==> src/rtl/pipe_hazard_ctrl.sv <==
// Stall/flush sequencer for a 5-stage pipeline: load-use interlock, taken-branch
// flush and a data-memory req/ready handshake with an optional timeout.
module pipe_hazard_ctrl #(
  parameter int REG_AW      = 5,
  parameter int MEM_TIMEOUT = 64,
  parameter int CNT_W       = 16
) (
  input  logic              clk_i,
  input  logic              rst_i,
  input  logic [REG_AW-1:0] id_rs1_i,
  input  logic [REG_AW-1:0] id_rs2_i,
  input  logic              ex_memread_i,
  input  logic [REG_AW-1:0] ex_rd_i,
  input  logic              branch_taken_i,
  input  logic              mem_access_i,
  input  logic              dmem_ready_i,
  output logic              dmem_req_o,
  output logic              pc_we_o,
  output logic              ifid_we_o,
  output logic              ifid_flush_o,
  output logic              idex_bubble_o,
  output logic              idex_we_o,
  output logic              exmem_we_o,
  output logic              memwb_bubble_o,
  output logic              err_o,
  output logic [CNT_W-1:0]  stall_cnt_o
);

  localparam int WAIT_W  = (MEM_TIMEOUT > 1) ? $clog2(MEM_TIMEOUT) : 1;
  localparam int TO_LAST = (MEM_TIMEOUT > 0) ? MEM_TIMEOUT - 1 : 0;

  typedef enum logic [1:0] {RUN, MEM_WAIT, MEM_ERR} state_t;

  state_t             state_reg;
  logic [WAIT_W-1:0]  wait_cnt_reg;
  logic               err_reg;
  logic [CNT_W-1:0]   stall_cnt_reg;

  logic load_use;
  logic freeze;
  logic timeout_hit;

  assign load_use = ex_memread_i && (ex_rd_i != '0) &&
                    ((ex_rd_i == id_rs1_i) || (ex_rd_i == id_rs2_i));

  assign freeze = ((state_reg == RUN) && mem_access_i && !dmem_ready_i) ||
                  ((state_reg == MEM_WAIT) && !dmem_ready_i) ||
                  (state_reg == MEM_ERR);

  assign timeout_hit = (MEM_TIMEOUT != 0) && (wait_cnt_reg == WAIT_W'(TO_LAST));

  // The ready cycle of MEM_WAIT falls through to the hazard checks, so a
  // load-use or branch held off by the freeze is honoured as the pipe moves.
  always_comb begin
    pc_we_o        = 1'b1;
    ifid_we_o      = 1'b1;
    ifid_flush_o   = 1'b0;
    idex_bubble_o  = 1'b0;
    idex_we_o      = 1'b1;
    exmem_we_o     = 1'b1;
    memwb_bubble_o = 1'b0;
    case (state_reg)
      RUN:      dmem_req_o = mem_access_i;
      MEM_WAIT: dmem_req_o = 1'b1;
      default:  dmem_req_o = 1'b0;
    endcase

    if (freeze) begin
      pc_we_o        = 1'b0;
      ifid_we_o      = 1'b0;
      idex_we_o      = 1'b0;
      exmem_we_o     = 1'b0;
      memwb_bubble_o = 1'b1;
    end else if (load_use) begin
      pc_we_o       = 1'b0;
      ifid_we_o     = 1'b0;
      idex_bubble_o = 1'b1;
    end else if (branch_taken_i) begin
      ifid_flush_o = 1'b1;
    end

    if (!rst_i) begin
      pc_we_o        = 1'b0;
      ifid_we_o      = 1'b0;
      ifid_flush_o   = 1'b0;
      idex_bubble_o  = 1'b1;
      idex_we_o      = 1'b0;
      exmem_we_o     = 1'b0;
      memwb_bubble_o = 1'b1;
      dmem_req_o     = 1'b0;
    end
  end

  always_ff @(posedge clk_i) begin
    if (!rst_i) begin
      state_reg     <= RUN;
      wait_cnt_reg  <= '0;
      err_reg       <= 1'b0;
      stall_cnt_reg <= '0;
    end else begin
      if (!pc_we_o && (stall_cnt_reg != '1))
        stall_cnt_reg <= stall_cnt_reg + 1'b1;

      case (state_reg)
        RUN: begin
          if (mem_access_i && !dmem_ready_i) begin
            state_reg    <= MEM_WAIT;
            wait_cnt_reg <= '0;
          end
        end
        MEM_WAIT: begin
          if (dmem_ready_i) begin
            state_reg    <= RUN;
            wait_cnt_reg <= '0;
          end else if (timeout_hit) begin
            state_reg <= MEM_ERR;
            err_reg   <= 1'b1;
          end else begin
            wait_cnt_reg <= wait_cnt_reg + 1'b1;
          end
        end
        default: begin
          state_reg <= MEM_ERR;
          err_reg   <= 1'b1;
        end
      endcase
    end
  end

  assign err_o       = err_reg;
  assign stall_cnt_o = stall_cnt_reg;

endmodule

==> config.mk <==
export PLATFORM = sky130hd
export DESIGN_NAME = pipe_hazard_ctrl
export DESIGN_NICKNAME = d
export VERILOG_FILES = /design/src/rtl/pipe_hazard_ctrl.sv
export SDC_FILE = /design/constraint.sdc
export NUM_CORES = 1
export LEC_CHECK = 0
export ABC_AREA = 1
export CAP_MARGIN = 20
export CORE_ASPECT_RATIO = 0.7
export CORE_UTILIZATION = 25
export CTS_CLUSTER_SIZE = 28
export DETAILED_ROUTE_END_ITERATION = 8
export PLACE_DENSITY = 0.49
export SYNTH_ARGS = -nofsm -noshare
export SYNTH_HDL_FRONTEND = slang
export SYNTH_SLANG_ARGS = --single-unit
==> constraint.sdc <==
create_clock -name clk_i -period 6.6 [get_ports clk_i]
set_input_delay 1.98 -clock clk_i [delete_from_list [all_inputs] [get_ports clk_i]]
set_output_delay 1.98 -clock clk_i [all_outputs]
set_load 0.005 [all_outputs]
After elaboration in Yosys (flattened, before gate mapping)
Cells that the tools add are included.
- flip-flop bits (word level): 25
- input port bits: 21
- output and inout bits: 25
- word-level logic and storage cells: 63
- add/sub/neg operators: 2
- equal/unequal tests: 11
- mux-type cells: 27
- bitwise operators: 1
- reductions and logical operators: 18
- operators with widths (cell ; count):
    6-bit two-way mux ; 3
    1-bit two-way mux ; 17
    16-bit by 1-bit adder with 16-bit output (second input constant) ; 1
    16-bit != test (second input constant) ; 1
    6-bit one-hot mux with 2 select lines ; 1
    5-bit equality test ; 2
    1-bit logical AND ; 7
    6-bit by 1-bit adder with 6-bit output (second input constant) ; 1
    6-bit equality test (second input constant) ; 1
    2-bit two-way mux ; 3
    3-bit != test (second input constant) ; 2
    3-bit AND reduction ; 2
    5-bit nonzero test ; 1
    2-bit != test (second input constant) ; 2
    1-bit one-hot mux with 2 select lines ; 2
    2-bit one-hot mux with 2 select lines ; 1
    1-bit logical OR ; 3
    2-bit by 1-bit equality test with 1-bit output (second input constant) ; 1
    2-bit equality test (second input constant) ; 1
    1-bit zero test ; 2
    2-bit zero test ; 1
    2-bit by 1-bit != test with 1-bit output (second input constant) ; 1
    2-bit AND reduction ; 1
    2-bit nonzero test ; 1
    1-bit NOT ; 1

Depth between registers and ports, before layout
- depth after elaboration: 9
- gate-level depth with buffers: 13
- gate-level depth less buffers: 12

Worst setup path before layout
OpenSTA, ideal clock, no wires.
- path type: input to output
- start point: input port mem_access_i
- end point: output port pc_we_o
- data arrival time: 3.080 ns
- data required time: 4.620 ns
- setup slack: 1.540 ns
- cell stages on the path: 8
- path buffers: 3
- path through: o21ai_1 o22ai_1 nor2_1 nand2_1 buf_2 buf_2 inv_1 buf_4
- longest elaborated chain between the ends: 6
- ends and longest elaborated chain (what ; RTL line ; source):
    start: declaration ; 15 ; input logic mem_access_i,
    1-bit logical AND (2 in series) ; 46 ; assign freeze = ((state_reg == RUN) && mem_access_i && !dmem_ready_i) ||
    1-bit logical OR ; 46 ;
    1-bit logical OR ; 47 ; ((state_reg == MEM_WAIT) && !dmem_ready_i) ||
    1-bit two-way mux (2 in series) ; - ;
    end: declaration ; 18 ; output logic pc_we_o,
No other way between the ends.

Worst setup path after layout
- start point: input port mem_access_i
- end point: output port ifid_flush_o
- longest elaborated chain between the ends: 6
- ends and longest elaborated chain (what ; RTL line ; source):
    1-bit logical AND (2 in series) ; 46 ;
    1-bit logical OR ; 46 ;
    1-bit logical OR ; 47 ;
    1-bit two-way mux ; 68 ; if (freeze) begin
    1-bit two-way mux ; 82 ; if (!rst_i) begin
    end: declaration ; 20 ; output logic ifid_flush_o,
No other way between the ends.

==> results_dict.tcl <==
set metrics [dict create \
    synth_cell_types 29 \
    synth_largest_area_cell "dfxtp_1" \
    slew_violations 0 \
    min_path_cells 2 \
    finalClockSkew_ns 0.00262 \
    yosys_warnings 0 \
    grt_usage_pct 13.3 \
    grt_util_met2_pct 18.0 \
    first_iter_violations 83 \
    nNetsFinal 322 \
    slowest_delay_ns 0.51 \
    final_util_pct 35.1 \
    drive_gt1_share_pct 8.05 \
    cts_setup_buffers 0 \
    cts_buffers 3 \
    synth_area_sq_um 1650 \
    tightestPinTransition_ns 0.373 \
    first_pass_iters 4 \
    grt_overflow 0 \
    synth_seq_cells 25 \
    ctsHoldBuffers 0 \
    wl_per_cell_um 11.3 \
    min_path_type "reg2reg" \
    slowest_stage "clkdlybuf4s50_1" \
    rows 24 \
    drcViolationCount 0 \
    cp.depth 7 \
    period_share_pct 87.3 \
    busiest_layer "met1" \
    cts.path.max_buffers 2 \
    crit_required_ns 4.62 \
    finalHoldViolations 0 \
    grt.met3_usage_pct 2.80 \
    end_kind "output pin" \
    grt_max_degree 20 \
    power_density_nw_per_um2 140 \
    synth_top_area_share_pct 30.3 \
    cts_tree "built" \
    fp.coreArea_sq_um 6310 \
    area_growth_pct 33.8 \
    die-area_sq_um 6950 \
    setup_tns_ns 0 \
    diodes 0 \
    dp_hpwl_um 3210 \
    viasPerCell 4.40 \
    grt_pass1_vias 1540 \
    maxCapViolations 0 \
    netlist_top_cells_area "dfxtp_1 (30%), nand2_1 (14%), inv_1 (7.5%), nand3_1 (7.0%), nor2_1 (6.6%)" \
    arrival_ns 3.78 \
    routabilityCongestion 0.756 \
    clk_latency_ns 0.27 \
    largest_reg_flops 16 \
    crit_buf_inv 2 \
    seq_area_frac_synth_pct 30.3 \
    antenna_found_initial 0 \
    pin_count 46 \
    die_w_um 99.2 \
    status "finished, final reports clean" \
    cts-root-buf "clkbuf_8" \
    synth_area_per_cell_sq_um 6.49 \
    rsz0062_at_grt "no" \
    start_kind "primary input" \
    antenna_left 0 \
    io_buffers 45 \
    power.leakage_uw 0.000877 \
    r2r_cells 9 \
    clkTransAtPathRegs_ns 0.09 \
    numClockSinks 25 \
    synth_nets 278 \
    hold_ws_ns 0.490 \
    cts.htree.levels 1 \
    path_class "in2out" \
    cp_max_fo 4 \
    period_needed_ns 5.76 \
    setup_violations 0 \
    die_h_um 70.1 \
    max-slew-margin-rel_pct 74.9 \
    fillers 689 \
    start_util_pct 26.2 \
    wirelength_um 4260 \
    finalPower_uw 310 \
    fmax_mhz 174 \
    syn-instance-count 255 \
    cp_cell_sequence "clkdlybuf4s50_1, o21ai_1, o22ai_1, nor2_1, nand2_1, nor2_1, clkdlybuf4s50_1" \
    dr_total_vias 1655 \
    use_met1_pct 21.0 \
    ir_drop_mv 0.0554 \
    cp_top_family "buffers and inverters" \
    cts_resized 0 \
    grt_pass1_wl_um 7400 \
]
## final timing paths
check | start | to | slack, ns
setup / recovery | mem_access_i | ifid_flush_o | 0.84
hold / removal | wait_cnt_reg[0]$_SDFFE_PN0P_ | wait_cnt_reg[0]$_SDFFE_PN0P_ | 0.49
setup reg to reg | stall_cnt_o[0]$_SDFFE_PN0P_ | stall_cnt_o[10]$_SDFFE_PN0P_ | 4.52
hold reg to reg | wait_cnt_reg[0]$_SDFFE_PN0P_ | wait_cnt_reg[0]$_SDFFE_PN0P_ | 0.49
## cell usage after synthesis, drive strengths merged
cell type   n
nor3        6
inv        38
xnor2       5
ha          2
nand3b      1
dfxtp      25
o22ai       1
nand4       6
nor2       30
a21oi      23
clkbuf      2
a31oi       1
buf         6
xor2        9
o21a        1
nand3      26
nand2      64
a211oi      1
o21ai       8
## power breakdown
part	switching, uW	internal, uW	leakage, uW	total [uW]
clock network	49.4	43.2	0.0000228	92.7
logic	29.6	30.3	0.000652	59.9
registers	3.34	154	0.000202	157
## routing by layer
layer / vias up / wire length, um
met5: - / 0
li1: 897 / -
met2: 36 / 1460
met1: 720 / 2610
met4: 0 / 17
met3: 2 / 175
## per-stage QoR
stage          instance area [sq um]  worst slack (ns)  instances
6_report                        2210             0.836        376
5_1_grt                         2210             0.671        376
4_1_cts                         2210             0.794        376
3_5_place_dp                    2170             0.811        372
3_3_place_gp                    2170             0.798        372
2_1_floorplan                   1650              1.54        255
## kinds of logic (layout without fill, tap and decap cells)
| logic type | Yosys count | after routing | share of synthesized area, % |
|---|---|---|---|
| buffers and inverters | 46 | 89 | 11.6 |
| flip-flops | 25 | 25 | 30.3 |
| adder cells (fa/ha/maj) | 2 | 2 | 1.51 |
| XOR/XNOR | 14 | 14 | 7.41 |
| AND/OR/NAND/NOR | 133 | 133 | 36.4 |
| AO/OA/AOI/OAI | 35 | 35 | 12.9 |
## area by class of cell
type	count	area [sq um]	share of cell area, %
Clock buffer	4	45.0	2.04
Inverter	38	143	6.44
Multi-Input combinational cell	184	962	43.5
Sequential cell	25	500	22.6
Tap cell	78	97.6	4.41
Timing Repair Buffer	47	465	21.0
## worst register-to-register path: cells and delay by family, from the launching register on
family | cells | cell delay, ns
compound gates | 1 | 0.12
flops | 1 | 0.42
simple gates | 7 | 1.22
fa+ha+maj | 1 | 0.26
## cells in the final DEF, fill, tap and decap left out, types with 2 or more instances in the layout
cell              n
dfxtp_1          25
ha_1              2
nand3_2           2
inv_1            33
clkdlybuf4s50_1  45
a21oi_1          15
xor2_1            9
nand2_1          63
clkbuf_8          3
nor3_1            5
o21ai_0           7
a21oi_2           8
nand4_1           6
buf_4             2
nor2_1           29
nand3_1          23
xnor2_1           5
inv_2             5
Note: power is estimated with default switching activity, not from simulation.
